[config.mk]
export PLATFORM = sky130hd
export DESIGN_NAME = multicycle_ctrl_fsm
export DESIGN_NICKNAME = d
export VERILOG_FILES = /design/src/rtl/risc_ctrl_pkg.sv /design/src/rtl/ctrl_decode.sv /design/src/rtl/multicycle_ctrl_fsm.sv
export SDC_FILE = /design/constraint.sdc
export NUM_CORES = 1
export LEC_CHECK = 0
export CORE_ASPECT_RATIO = 0.8
export CORE_MARGIN = 4
export CORE_UTILIZATION = 40
export DETAILED_ROUTE_END_ITERATION = 8
export PLACE_DENSITY = 0.79
export SYNTH_ARGS = -nofsm -noshare
export SYNTH_HDL_FRONTEND = slang
export SYNTH_SLANG_ARGS = --single-unit
export TNS_END_PERCENT = 10
[constraint.sdc]
create_clock -name clk -period 1.5 [get_ports clk]
set_input_delay 0.225 -clock clk [delete_from_list [all_inputs] [get_ports clk]]
set_output_delay 0.225 -clock clk [all_outputs]
set_load 0.05 [all_outputs]
[src/rtl/risc_ctrl_pkg.sv]
// rtl/risc_ctrl_pkg.sv - states, opcodes, ALU codes and control-vector type for the multicycle controller
package risc_ctrl_pkg;

    typedef logic [2:0] state_t;

    localparam state_t ST_FETCH = 3'd0;
    localparam state_t ST_ID    = 3'd1;
    localparam state_t ST_EXE   = 3'd2;
    localparam state_t ST_MEM   = 3'd3;
    localparam state_t ST_WB    = 3'd4;
    localparam state_t ST_HALT  = 3'd5;

    localparam logic [4:0] OP_LHI    = 5'b00001;
    localparam logic [4:0] OP_LLI    = 5'b00010;
    localparam logic [4:0] OP_LDR_RI = 5'b00011;
    localparam logic [4:0] OP_LDR_RR = 5'b00100;
    localparam logic [4:0] OP_STR_RI = 5'b00101;
    localparam logic [4:0] OP_STR_RR = 5'b00110;
    localparam logic [4:0] OP_ADD    = 5'b00111;
    localparam logic [4:0] OP_ADC    = 5'b01000;
    localparam logic [4:0] OP_SUB    = 5'b01001;
    localparam logic [4:0] OP_SBB    = 5'b01010;
    localparam logic [4:0] OP_CMP    = 5'b01011;
    localparam logic [4:0] OP_ADDI   = 5'b01100;
    localparam logic [4:0] OP_SUBI   = 5'b01101;

    // {PSW_C, ALUop, Flag}
    localparam logic [2:0] ALU_ADD = 3'b100;
    localparam logic [2:0] ALU_ADC = 3'b101;
    localparam logic [2:0] ALU_SUB = 3'b010;
    localparam logic [2:0] ALU_SBB = 3'b011;

    // How the state advances toward the decoded target
    localparam logic [1:0] NS_GO   = 2'd0;
    localparam logic [1:0] NS_IMEM = 2'd1;
    localparam logic [1:0] NS_DMEM = 2'd2;
    localparam logic [1:0] NS_STAY = 2'd3;

    typedef struct packed {
        logic imem_rd;
        logic wbrf;
        logic wbresource;
        logic rbresource;
        logic oprandb;
        logic li;
        logic buff_idexe;
        logic psw_c;
        logic aluop;
        logic flag;
        logic psw_we;
        logic dmem_rd;
        logic dmem_wr;
    } ctrl_t;

    localparam int CTRL_W = $bits(ctrl_t);

    function automatic logic is_load(input logic [4:0] op);
        return (op == OP_LDR_RI) || (op == OP_LDR_RR);
    endfunction

    function automatic logic is_store(input logic [4:0] op);
        return (op == OP_STR_RI) || (op == OP_STR_RR);
    endfunction

endpackage

[src/rtl/ctrl_decode.sv]
// rtl/ctrl_decode.sv - combinational (state, opcode) to control vector and next-state class
module ctrl_decode
    import risc_ctrl_pkg::*;
(
    input  logic [2:0]        state,
    input  logic [4:0]        opcode,
    output logic [CTRL_W-1:0] ctrl,
    output logic [1:0]        ns_class,
    output logic [2:0]        ns_target,
    output logic              undef
);

    ctrl_t c;

    always_comb begin
        c         = '0;
        ns_class  = NS_GO;
        ns_target = ST_FETCH;
        undef     = 1'b0;
        case (state)
            ST_FETCH: begin
                c.imem_rd = 1'b1;
                ns_class  = NS_IMEM;
                ns_target = ST_ID;
            end
            ST_ID: begin
                c.buff_idexe = 1'b1;
                ns_target    = ST_EXE;
                case (opcode)
                    OP_LHI: begin
                        c.rbresource = 1'b1;
                        ns_target    = ST_WB;
                    end
                    OP_LLI: begin
                        c.li      = 1'b1;
                        ns_target = ST_WB;
                    end
                    OP_LDR_RI, OP_STR_RI, OP_ADDI, OP_SUBI: c.oprandb = 1'b1;
                    OP_LDR_RR, OP_STR_RR, OP_ADD, OP_ADC,
                    OP_SUB, OP_SBB, OP_CMP: c.oprandb = 1'b0;
                    default: begin
                        undef     = 1'b1;
                        ns_target = ST_FETCH;
                    end
                endcase
            end
            ST_EXE: begin
                ns_target = ST_WB;
                case (opcode)
                    OP_ADD, OP_ADDI: begin
                        {c.psw_c, c.aluop, c.flag} = ALU_ADD;
                        c.psw_we = 1'b1;
                    end
                    OP_ADC: begin
                        {c.psw_c, c.aluop, c.flag} = ALU_ADC;
                        c.psw_we = 1'b1;
                    end
                    OP_SUB, OP_SUBI: begin
                        {c.psw_c, c.aluop, c.flag} = ALU_SUB;
                        c.psw_we = 1'b1;
                    end
                    OP_SBB: begin
                        {c.psw_c, c.aluop, c.flag} = ALU_SBB;
                        c.psw_we = 1'b1;
                    end
                    OP_CMP: begin
                        {c.psw_c, c.aluop, c.flag} = ALU_SUB;
                        c.psw_we  = 1'b1;
                        ns_target = ST_FETCH;
                    end
                    OP_LDR_RI, OP_LDR_RR: begin
                        {c.psw_c, c.aluop, c.flag} = ALU_ADD;
                        ns_target = ST_MEM;
                    end
                    OP_STR_RI, OP_STR_RR: begin
                        {c.psw_c, c.aluop, c.flag} = ALU_ADD;
                        c.rbresource = 1'b1;
                        ns_target    = ST_MEM;
                    end
                    default: ns_target = ST_FETCH;
                endcase
            end
            ST_MEM: begin
                if (is_load(opcode)) begin
                    c.dmem_rd = 1'b1;
                    ns_class  = NS_DMEM;
                    ns_target = ST_WB;
                end else if (is_store(opcode)) begin
                    c.dmem_wr    = 1'b1;
                    c.rbresource = 1'b1;
                    ns_class     = NS_DMEM;
                end
            end
            ST_WB: begin
                c.wbrf       = 1'b1;
                c.wbresource = !is_load(opcode);
            end
            ST_HALT: begin
                ns_class  = NS_STAY;
                ns_target = ST_HALT;
            end
            default: ns_target = ST_FETCH;
        endcase
    end

    assign ctrl = c;

endmodule

[src/rtl/multicycle_ctrl_fsm.sv]
// rtl/multicycle_ctrl_fsm.sv - fetch/decode/sequencing controller; CTRL_ILLEGAL_TRAP_EN enables the illegal-opcode trap
module multicycle_ctrl_fsm
    import risc_ctrl_pkg::*;
#(
    parameter logic [15:0] RESET_PC = 16'h0000
) (
    input  logic        clk,
    input  logic        Reset,
    input  logic [15:0] IMem_data,
    input  logic        IMem_ready,
    input  logic        DMem_ready,
    output logic [15:0] PC,
    output logic        IMem_rd,
    output logic [15:0] Ins,
    output logic        WBRF,
    output logic        WBresource,
    output logic        RBresource,
    output logic        OprandB,
    output logic        LI,
    output logic        Buff_IDEXE,
    output logic        PSW_C,
    output logic        ALUop,
    output logic        Flag,
    output logic        PSW_we,
    output logic        DMem_rd,
    output logic        DMem_wr,
    output logic        Illegal
);

`ifdef CTRL_ILLEGAL_TRAP_EN
    localparam logic TRAP_EN = 1'b1;
`else
    localparam logic TRAP_EN = 1'b0;
`endif

    state_t            state;
    state_t            state_n;
    logic [CTRL_W-1:0] ctrl_bits;
    logic [1:0]        ns_class;
    logic [2:0]        ns_target;
    logic              undef;
    logic              trap;
    logic              advance;
    logic              illegal_q;
    ctrl_t             c;

    ctrl_decode u_decode (
        .state     (state),
        .opcode    (Ins[15:11]),
        .ctrl      (ctrl_bits),
        .ns_class  (ns_class),
        .ns_target (ns_target),
        .undef     (undef)
    );

    assign trap = undef & TRAP_EN;

    always_comb begin
        case (ns_class)
            NS_IMEM: advance = IMem_ready;
            NS_DMEM: advance = DMem_ready;
            NS_STAY: advance = 1'b0;
            default: advance = 1'b1;
        endcase
        if (trap)
            state_n = ST_HALT;
        else if (advance)
            state_n = ns_target;
        else
            state_n = state;
    end

    always_ff @(posedge clk) begin
        if (Reset) begin
            state     <= ST_FETCH;
            PC        <= RESET_PC;
            Ins       <= 16'h0000;
            illegal_q <= 1'b0;
        end else begin
            state     <= state_n;
            illegal_q <= illegal_q | trap;
            if (state == ST_FETCH && IMem_ready) begin
                Ins <= IMem_data;
                PC  <= PC + 16'd1;
            end
        end
    end

    // Strobes are forced low while Reset is asserted so an aborted instruction emits nothing
    assign c = Reset ? '0 : ctrl_t'(ctrl_bits);

    assign IMem_rd    = c.imem_rd;
    assign WBRF       = c.wbrf;
    assign WBresource = c.wbresource;
    assign RBresource = c.rbresource;
    assign OprandB    = c.oprandb;
    assign LI         = c.li;
    assign Buff_IDEXE = c.buff_idexe;
    assign PSW_C      = c.psw_c;
    assign ALUop      = c.aluop;
    assign Flag       = c.flag;
    assign PSW_we     = c.psw_we;
    assign DMem_rd    = c.dmem_rd;
    assign DMem_wr    = c.dmem_wr;
    assign Illegal    = illegal_q;

endmodule
# Yosys cells after proc, flatten, opt, wreduce, memory -nomap -nowiden

Index checks and enable logic that the tools add are counted.
Widths: inputs -> output; s select.

Mux-type cells: 24
Reductions and logical operators: 14
Equality and inequality tests: 21
Add/subtract/negate cells: 1

Operators by type and width:

| kind                  | number |
|---|---|
| $eq 5x4->1 const B    | 6 |
| $eq 5x3->1 const B    | 4 |
| $add 16x1->16 const B | 1 |
| $pmux 3 s5            | 1 |
| $mux 13               | 1 |
| $pmux 3 s2            | 2 |
| $pmux 3 s4            | 1 |
| $reduce_or 6->1       | 2 |
| $reduce_or 11->1      | 1 |
| $eq 5x2->1 const B    | 2 |
| $mux 1                | 9 |
| $mux 2                | 4 |
| $reduce_or 4->1       | 2 |
| $reduce_or 7->1       | 1 |
| $eq 3x2->1 const B    | 2 |
| $eq 3x3->1 const B    | 2 |
| $mux 3                | 2 |
| $pmux 1 s3            | 2 |
| $pmux 2 s3            | 1 |
| $eq 5x1->1 const B    | 1 |
| $eq 2x2->1 const B    | 2 |
| $mux 4                | 1 |
| $reduce_or 2->1       | 2 |
| $eq 3x1->1 const B    | 1 |
| 6 further kinds       | 7 |

Flip-flop bits (word level): 35
Output and inout bits: 46
Bits of input ports: 20
Logic and storage cells: 63

# Depth between registers and ports, before layout

Gate-level depths: netlist of the first run.

Depth in word-level cells: 7
Gate-level depth with buffers: 6
Depth with buffers taken out: 4

# Modules after synthesis

A second synthesis of the first run with hierarchy kept.

Cell total of the unflattened synthesis: 246
Area total of the unflattened synthesis: 1875.5 um2

By module, submodules not included:

| module              | sequential area each (um2) | area each (um2) | cells each | instances |
|---|---|---|---|---|
| multicycle_ctrl_fsm | 700.7                      | 1485.2          | 183        | 1 |
| ctrl_decode         | 0.0                        | 390.4           | 63         | 1 |

# Least setup slack after synthesis of the first run

No wires, ideal clock.

Kind: flip-flop to output port
Start: register Ins[15]
End: output Flag
Path buffers: 0
Data required time: 1.275 ns
Stages on the path, launching flop included: 4
Data arrival time: 2.840 ns
Setup slack: -1.565 ns
Cell sequence: dfxtp_1 -> nor4b_1 -> nand2b_1 -> nor4b_1

Word-level cells in the longest chain between the ends: 5
Elaborated cells on any way between the ends: 16
Classes of those cells: eq/ne: 11; mux: 3; reduce/logical: 2

RTL lines:

| element                                                      | line                      | RTL |
|---|---|---|
| start, declared                                              | multicycle_ctrl_fsm.sv:14 | `output logic [15:0] Ins,` |
| start signal, assigned                                       | multicycle_ctrl_fsm.sv:83 | `Ins <= IMem_data;` |
| $eq 5x3->1, or another cell as far along                     | ctrl_decode.sv:49         | `case (opcode)` |
| $reduce_or 6->1 (no line) or $reduce_or 3->1 (tied branches) | --                        |  |
| $pmux 3 s4 (*)                                               | ctrl_decode.sv:49         |  |
| $mux 4 (*)                                                   | ctrl_decode.sv:20         | `case (state)` |
| $mux 13 (*)                                                  | multicycle_ctrl_fsm.sv:90 | `assign c = Reset ? '0 : ctrl_t'(ctrl_bits);` |
| end, declared                                                | multicycle_ctrl_fsm.sv:23 | `output logic Flag,` |

Every way passes the cells marked *; elsewhere a longest branch is shown, timed or not.

# Worst setup path in the final report of the first run

Start: register Ins[15]
End: output RBresource

Word-level cells in the longest chain between the ends: 6
Elaborated cells on any way between the ends: 14
Classes of those cells: eq/ne: 5; mux: 6; reduce/logical: 3

RTL lines:

| element          | line                                   | RTL |
|---|---|---|
| $eq 5x3->1       | risc_ctrl_pkg.sv:62, ctrl_decode.sv:49 |  |
| $logic_or 1x1->1 | risc_ctrl_pkg.sv:62                    | `return (op == OP_STR_RI) \|\| (op == OP_STR_RR);` |
| $mux 1           | ctrl_decode.sv:88                      | `end else if (is_store(opcode)) begin` |
| $mux 1           | ctrl_decode.sv:84                      | `if (is_load(opcode)) begin` |
| $pmux 1 s3 (*)   | ctrl_decode.sv:20                      |  |
| $mux 13 (*)      | multicycle_ctrl_fsm.sv:90              |  |
| end, declared    | multicycle_ctrl_fsm.sv:17              | `output logic RBresource,` |

Marks and branches as above.

==> flow_summary.ini, run 1 <==
[status]
status = finished with violations
violations = negative setup slack

[setup_path]
cpPeakStageDelay_ns = 0.40
rr_endpoint = PC[12]
critical_path.max_fanout = 6
rr_worst_depth = 7
reg2reg_slack_ns = -0.30
path_cells = nor4b_4, a22o_1, a32oi_2, nor4_4, buf_12
path_class = reg2out
endpoint_kind = primary output
crit_start = Ins[15]
critPathBufInv = 1
start_kind = flop
crit_family = simple AND/OR/NAND/NOR gates
r2r_start = state[2]
cp.arrival_ns = 1.75
crit_slowest_cell = dfxtp_4
crit_required_ns = 1.27

[timing]
rsz0062_at_grt = yes
fmax_ghz = 0.506
holdWs_ns = 0.462
worst_slack_ns = -0.476
slew_viol_final = 0
finalSetupViolCount = 45
setup_tns_ns = -7.47
min_period_over_period_pct = 132
finalCriticalPeriod_ns = 1.98
fin_worst_skew_ns = 0.0130
final-hold-violation-count = 0

[job]
maxCapViolations = 0

[placed_design]
io_buffers = 64
dp_hpwl_um = 4650
dpl_cell_area_um2 = 3250
gp_congestion = 0.848

[drt]
routed_wl_um = 6800
via_count = 2206
antenna_left = 0
drc = 0
wl_per_cell_um = 16.8
vias_per_cell = 5.45
firstDrtPassIters = 4
drt_iter0_drc = 190

[clocking]
clockBufferDepth = 2
clkLatencyLatePin_ns = 0.31
tritoncts = done
ctsHtreeMaxLevel = 2
cts_hold_buf = 0
root_buffer = clkbuf_8
cts_buffers = 5
path_clk_slew_ns = 0.07
clock_sinks = 35

[worst_hold_path]
hold_class = reg2reg
hold_depth = 2
holdPathEnd = Ins[4]
hp-start = Ins[4]

[finish]
drive_above_1_share_pct = 46.8
postLayoutCoreUtil_pct = 83.4
final_area_um2 = 3550
diodes = 0
regArea_um2 = 731
area_delta_synth_final_pct = 98.0
fillers = 246
nets = 368
multi_input_area_um2 = 1290

[pwr]
p_switching_mw = 0.931
intPower_mw = 1.71
p_sw_share_pct = 35.3
leakage_nw = 1.39
finalPower_mw = 2.64
pwr-share-clk_pct = 25.5
p_per_area_nw_per_um2 = 743
seqPwrFrac_pct = 39.7
vdd_drop_max_uv = 635
p_comb_share_pct = 34.8

[synth]
syn-num-nets = 257
yosys.cell_count.top_type = nand2_1
ys_top_cells_by_count = nand2_1 (43), dfxtp_1 (35), a21oi_1 (30), nor2_1 (16), clkbuf_1 (12)
ys_seq_area_share_pct = 39.1
yosysTopAreaCellShare_pct = 39.1
ys_warn_count = 0
syn_avg_cell_area_um2 = 7.60
synth_area_leaders = dfxtp_1 (39%), nand2_1 (9.0%), a21oi_1 (8.4%)
synth_flop_cell = dfxtp_1
synth_top_cell_by_area = dfxtp_1
synthesis.area_um2 = 1790
synth_cell_types = 43
syn_inst = 236
synth.ff_latch_count = 35
async_flop_share_pct = 0
synth_edf_count = 0

[grt]
grt_pass1_vias = 2279
grt_max_degree = 36
grt_pass1_wl_um = 10900
grt_usage_pct = 24.4
antenna_found_initial = 0
gr-total-overflow = 0

[floorplan]
row_count = 21
ios = 66
die_x_um = 82.9
die_area_um2 = 5620
start_util_pct = 42.1
dieHeight_um = 67.9
core_area_um2 = 4260
==> power by group through the flow <==
| stage | sequential, mW | combinational, mW | clock (mW) |
|---|---|---|---|
| after floorplan | 1.19 | 0.327 | 0 |
| after global placement | 1.05 | 0.803 | 0 |
| after detailed placement | 1.06 | 0.821 | 0 |
| after CTS | 1.04 | 0.876 | 0.666 |
| after global routing | 1.05 | 0.969 | 0.718 |
| final | 1.05 | 0.919 | 0.673 |
==> state kept, by name (all words and copies together), names as in the netlist <==
name / flops
Ins: 16
PC: 16
state: 3
==> logic make-up after synthesis <==
family | after synthesis | synth area share, %
AND/OR/NAND/NOR | 113 | 32.4
multiplexers | 1 | 0.628
XOR/XNOR | 7 | 3.42
adder cells (fa/ha/maj) | 1 | 0.698
other | 1 | 0.209
AO/OA/AOI/OAI | 55 | 18.5
buffers and inverters | 23 | 5.09
flip-flops | 35 | 39.1
==> cells in the final DEF, fill, tap and decap left out, types with 9 or more instances in the layout <==
master,instances
nor2_1,12
a21oi_1,14
buf_12,30
a21oi_2,15
nand2_1,42
clkdlybuf4s50_1,18
buf_6,9
buf_4,62
dfxtp_1,23
nand3_1,10
==> final cells by class <==
| class | count | share of cell area [%] |
|---|---|---|
| clock buffers | 6 | 2.04 |
| multi-input cells | 178 | 36.2 |
| well taps | 57 | 2.01 |
| flip-flops and latches | 35 | 20.6 |
| clock inverters | 2 | 0.211 |
| inverters | 7 | 0.740 |
| repair buffers | 120 | 38.2 |
==> routing by layer <==
layer,part of all wire (%),routed length (µm),vias to the layer above,track usage (%)
li1,-,-,1056,-
met1,40,2700,1044,26.4
met2,51,3490,94,45.9
met3,7.5,509,12,7.70
met4,1.5,101,0,8.78
met5,0,0,-,0
==> how the worst max path moves through the flow <==
stage                            end  slack [ns]  cells after the start
after floorplan           RBresource       -0.36                      5
after global placement        PC[12]       -0.33                      6
after detailed placement      PC[12]       -0.43                      6
after CTS                 RBresource       -0.50                      6
after global routing      RBresource       -0.52                      5
final                     RBresource       -0.48                      5
==> worst min-delay path, cell delays in order (launching register included) <==
cell and delay (ns):
dfxtp_1 0.31, nand2_1 0.05, a21oi_1 0.06
==> through the flow <==
step	std cells	setup WS, ns
after CTS	402	-0.495
after detailed placement	391	-0.427
after global routing	405	-0.518
after floorplan	236	-0.364
after global placement	391	-0.328
final	405	-0.476
==> timing repair <==
| action | 4_1_cts | 5_1_grt |
|---|---|---|
| pin swaps | 19 | 4 |
| buffers inserted | 3 | 3 |
| endpoints found under the setup margin | 44 | 46 |
| resized for setup | 30 | 17 |
| cloned | 0 | 0 |
Note: power is estimated with default switching activity, not from simulation.
==> run 2, diff against run 1 <==
--- a/config.mk
+++ b/config.mk
@@ -10,6 +10,7 @@
 export CORE_UTILIZATION = 40
 export DETAILED_ROUTE_END_ITERATION = 8
 export PLACE_DENSITY = 0.79
+export SLEW_MARGIN = 20
 export SYNTH_ARGS = -nofsm -noshare
 export SYNTH_HDL_FRONTEND = slang
 export SYNTH_SLANG_ARGS = --single-unit
==> constraint.sdc (replaced) <==
create_clock -name clk -period 1.62 [get_ports clk]
set_input_delay 0.243 -clock clk [delete_from_list [all_inputs] [get_ports clk]]
set_output_delay 0.243 -clock clk [all_outputs]
set_load 0.05 [all_outputs]
==> run 2 against run 1 <==
Effect of this change:
- the run still ends with negative setup slack left
- clock skew shrank 0.0093 ns
- setup slack improved by 0.15 ns
- power down 11%
- count of clock-buffer cells in the layout rose by 1
- clock power is 9.5% lower
- largest power group unchanged
- sequential share of layout area rose by 1.7 points
- sequential cell count is the same
- register-to-register slack better by 0.07 ns
- highest routed layer unchanged
- cell count shrank 1.7%
- via count down 4.5%
==> flow_summary.ini, run 2 (same netlist as run 1, synthesis figures left out) <==
[grt]
grt_usage_pct = 20.4
grt_pass1_wl_um = 9260
grt_max_degree = 36
antenna_found_initial = 0
gr-total-overflow = 0
grt_pass1_vias = 2065

[timing]
finalCriticalPeriod_ns = 1.94
final-hold-violation-count = 0
slew_viol_final = 0
worst_slack_ns = -0.325
min_period_over_period_pct = 120
fin_worst_skew_ns = 0.00370
rsz0062_at_grt = yes
finalSetupViolCount = 24
fmax_ghz = 0.514
setup_tns_ns = -3.62
holdWs_ns = 0.453

[setup_path]
crit_slowest_cell = dfxtp_4
path_class = reg2out
endpoint_kind = primary output
crit_start = Ins[15]
critPathBufInv = 1
cpPeakStageDelay_ns = 0.39
critical_path.max_fanout = 6
cp.arrival_ns = 1.70
reg2reg_slack_ns = -0.23
r2r_start = state[0]
rr_worst_depth = 6
path_cells = nor4b_4, a22o_1, a32oi_2, nor4_4, buf_12
crit_family = simple AND/OR/NAND/NOR gates
crit_required_ns = 1.38
start_kind = flop
rr_endpoint = PC[14]

[clocking]
tritoncts = done
cts_buffers = 5
clkLatencyLatePin_ns = 0.29
cts_hold_buf = 0
ctsHtreeMaxLevel = 2
root_buffer = clkbuf_8
clock_sinks = 35
clockBufferDepth = 2
path_clk_slew_ns = 0.07

[finish]
reg_top3 = Ins: 16 flops, PC: 16 flops, state: 3 flops
drive_above_1_share_pct = 42.2
postLayoutCoreUtil_pct = 77.1
final_area_um2 = 3280
area_delta_synth_final_pct = 83.1
nets = 361
final_cell_mix = buf_4 (68), nand2_1 (42), a21oi_1 (28)
finalNonFillerCells = 398
final_common_cell = buf_4
diodes = 0

[floorplan]
start_util_pct = 42.1
ios = 66
dieHeight_um = 67.9
die_area_um2 = 5620
die_x_um = 82.9
core_area_um2 = 4260
row_count = 21

[placed_design]
io_buffers = 64
dp_hpwl_um = 4140
placed_cells = 384
dpl_cell_area_um2 = 3000
gp_congestion = 0.900
dp_slack_ns = -0.361

[pwr]
finalPower_mw = 2.35
vdd_drop_max_uv = 613
p_per_area_nw_per_um2 = 716
leakage_nw = 1.31

[worst_hold_path]
hold_depth = 2
hp-start = Ins[3]
hold_class = reg2reg
holdPathEnd = Ins[3]

[status]
violations = negative setup slack
status = finished with violations

[drt]
vias_per_cell = 5.29
antenna_left = 0
drt_iter0_drc = 83
wl_met1_um = 2540
wl_per_cell_um = 14.6
wl_met2_um = 2770
routed_wl_um = 5820
drc = 0
firstDrtPassIters = 4
via_count = 2106
top_layer_used = met4
route.met3.wl_um = 440

[job]
maxCapViolations = 0
-- run 2: changes by cell type in the layout (fill, tap and decap cells not counted), sizes merged --
cell    delta
clkbuf     +1
clkinv     -1
buf        -7
-- run 2: worst register-to-register path, delay by kind of cell (launching register included) --
kind,cells,cell delay (ns)
muxes,1,0.36
buffers and inverters,2,0.23
and+or+nand+nor,3,0.81
DFF,1,0.35
-- run 2: metal layers --
metal	vias to the layer above	GRT usage (%)
met1	999	23.9
met4	0	6.73
met5	-	0
met2	60	35.3
met3	8	7.22
li1	1039	-
-- run 2: area by class of cell --
type / count / area [µm²]
multi-input cells: 178 / 1240
repair buffers: 113 / 1130
flip-flops and latches: 35 / 731
well taps: 57 / 71.3
fillers: 301 / 973
clock buffers: 7 / 76.3
clock inverters: 1 / 5.00
inverters: 7 / 28.8
-- run 2: worst max-delay path by stage --
stage / endpoint / cells past startpoint
final: RBresource / 5
after global routing: Flag / 5
after detailed placement: PC[9] / 6
after global placement: PC[9] / 6
after floorplan: RBresource / 5
after CTS: Flag / 5
-- run 2: what timing repair did --
action	4_1_cts	5_1_grt
hold endpoints to repair	0	0
setup endpoints to repair	23	31
setup buffers	2	4
pin swaps	11	9
gates resized for setup	19	25
-- run 2: power by group --
group | switching [mW] | internal [mW]
combinational | 0.438 | 0.338
sequential | 0.0586 | 0.907
clock | 0.307 | 0.301
total | 0.804 | 1.55
==> run 3, diff against run 2 <==
--- a/config.mk
+++ b/config.mk
@@ -9,9 +9,10 @@
 export CORE_MARGIN = 4
 export CORE_UTILIZATION = 40
 export DETAILED_ROUTE_END_ITERATION = 8
-export PLACE_DENSITY = 0.79
+export PLACE_DENSITY = 0.75
 export SLEW_MARGIN = 20
 export SYNTH_ARGS = -nofsm -noshare
 export SYNTH_HDL_FRONTEND = slang
+export SYNTH_HIERARCHICAL = 1
 export SYNTH_SLANG_ARGS = --single-unit
 export TNS_END_PERCENT = 10
==> constraint.sdc (replaced) <==
create_clock -name clk -period 2.3 [get_ports clk]
set_input_delay 0.345 -clock clk [delete_from_list [all_inputs] [get_ports clk]]
set_output_delay 0.345 -clock clk [all_outputs]
set_load 0.05 [all_outputs]
==> run 3 against run 2 <==
Effect of this change:
- global-route usage is 2.7 points lower
- clock power down 9.7%
- cell count decreased by 7.0%
- count of clock-buffer cells in the layout down 2
- hold slack improved by 0.0016 ns
- the flow still finishes with violations (negative setup slack)
==> flow_summary.ini, run 3 <==
[clocking]
root_buffer = clkbuf_8
path_clk_slew_ns = 0.07
clkLatencyLatePin_ns = 0.29
cts_hold_buf = 0
clock_sinks = 35
tritoncts = done
ctsHtreeMaxLevel = 2
cts_buffers = 5
clockBufferDepth = 2

[finish]
fillers = 394
diodes = 0
finalNonFillerCells = 370
regArea_um2 = 707
area_delta_synth_final_pct = 53.7
reg_top3 = Ins: 16 flops, PC: 16 flops, state: 3 flops
nets = 333
drive_above_1_share_pct = 17.6
final_area_um2 = 2860
final_common_cell = clkdlybuf4s50_1
multi_input_area_um2 = 1110
final_cell_mix = clkdlybuf4s50_1 (50), nand2_1 (45), dfxtp_1 (32)
postLayoutCoreUtil_pct = 65.9

[synth]
synthesis.area_um2 = 1860
ys_warn_count = 6
syn-num-nets = 265
syn_avg_cell_area_um2 = 7.63
syn_inst = 244

[timing]
setup_tns_ns = -0.503
finalCriticalPeriod_ns = 2.45
fmax_ghz = 0.409
worst_slew_pin_slew_ns = 0.524
finalSetupViolCount = 6
worst_slack_ns = -0.147
fin_worst_skew_ns = 0.00970
slew_viol_final = 0
final-hold-violation-count = 0
min_period_over_period_pct = 106
rsz0062_at_grt = yes
max_slew_margin_pct = 64.9

[floorplan]
die_area_um2 = 5810
core_area_um2 = 4340
dieHeight_um = 69
ios = 66
die_x_um = 84.3
start_util_pct = 42.9
row_count = 21

[pwr]
vdd_drop_max_uv = 492
leakage_nw = 1.03
p_per_area_nw_per_um2 = 802

[setup_path]
crit_family = simple AND/OR/NAND/NOR gates
crit_slowest_cell = or4b_4
cpPeakStageDelay_ns = 0.54
endpoint_kind = primary output
path_common_cell = or4b_4
path_cells = or4b_4, or4b_4, o22ai_2, nor2b_4, buf_12
critPathBufInv = 1
crit_required_ns = 1.96
cp.arrival_ns = 2.10
critical_path.max_fanout = 3
path_class = reg2out
start_kind = flop

[drt]
via_count = 1881
firstDrtPassIters = 4
antenna_left = 0
wl_per_cell_um = 13.5
drt_iter0_drc = 143
routed_wl_um = 5010
drc = 0
vias_per_cell = 5.08

[placed_design]
io_buffers = 64
placed_cells = 360
gp_congestion = 0.859
dpl_cell_area_um2 = 2710
dp_hpwl_um = 3680

[status]
status = finished with violations
violations = negative setup slack

[grt]
gr-total-overflow = 0
grt_pass1_vias = 1776
grt_pass1_wl_um = 8450
grt_max_degree = 29
antenna_found_initial = 0
grt_usage_pct = 17.6

[job]
maxCapViolations = 0

[worst_hold_path]
hold_class = reg2reg
## run 3: layout make-up
| cell class | instances | area share (%) |
|---|---|---|
| Multi-Input combinational cell | 188 | 38.7 |
| Timing Repair Buffer | 78 | 29.6 |
| Sequential cell | 35 | 24.7 |
| Tap cell | 57 | 2.49 |
| Clock buffer | 5 | 2.41 |
| Clock inverter | 3 | 1.53 |
| Inverter | 4 | 0.525 |
## run 3: power by group
group | switching [mW] | internal, mW | total, mW | leakage, nW
registers | 0.0771 | 0.681 | 0.758 | 0.286
clock network | 0.228 | 0.322 | 0.550 | 0.0581
logic | 0.599 | 0.385 | 0.984 | 0.688
total | 0.904 | 1.39 | 2.29 | 1.03
## run 3: layer usage
layer	vias up	track usage (%)	wire length, µm
li1	969	-	-
met1	853	24.1	2370
met2	53	24.7	2150
met3	6	7.50	432
met4	0	5.89	61
met5	-	0	0
## run 3: per-stage QoR
step / hold slack (ns) / total power, mW / worst slack (ns)
after floorplan: 0.481 / 1.43 / -0.187
after global placement: 0.441 / 1.73 / -0.142
after detailed placement: 0.448 / 1.74 / -0.151
after CTS: 0.456 / 2.30 / -0.173
after global routing: 0.471 / 2.42 / -0.210
final: 0.454 / 2.29 / -0.147
## run 3: timing repair
| action | in CTS | in global routing |
|---|---|---|
| setup buffers | 0 | 2 |
| resized for setup | 4 | 3 |
| endpoints found under the setup margin | 6 | 6 |
| pin swaps | 0 | 3 |
## run 3: worst reg2reg max path, stage by stage (launching register included)
cell	delay [ns]
dfxtp_2	0.32
buf_4	0.17
or4b_4	0.55
or4_4	0.58
or3_1	0.35
a21oi_1	0.13
## run 3: final timing paths
path,slack [ns],start,depth (start not counted),end
worst min-delay path,0.45,Ins[10],2,Ins[10]
worst max register to register,0.15,state[2],5,PC[15]
worst max-delay path,-0.15,state[2],5,RBresource
worst min register to register,0.45,Ins[10],2,Ins[10]
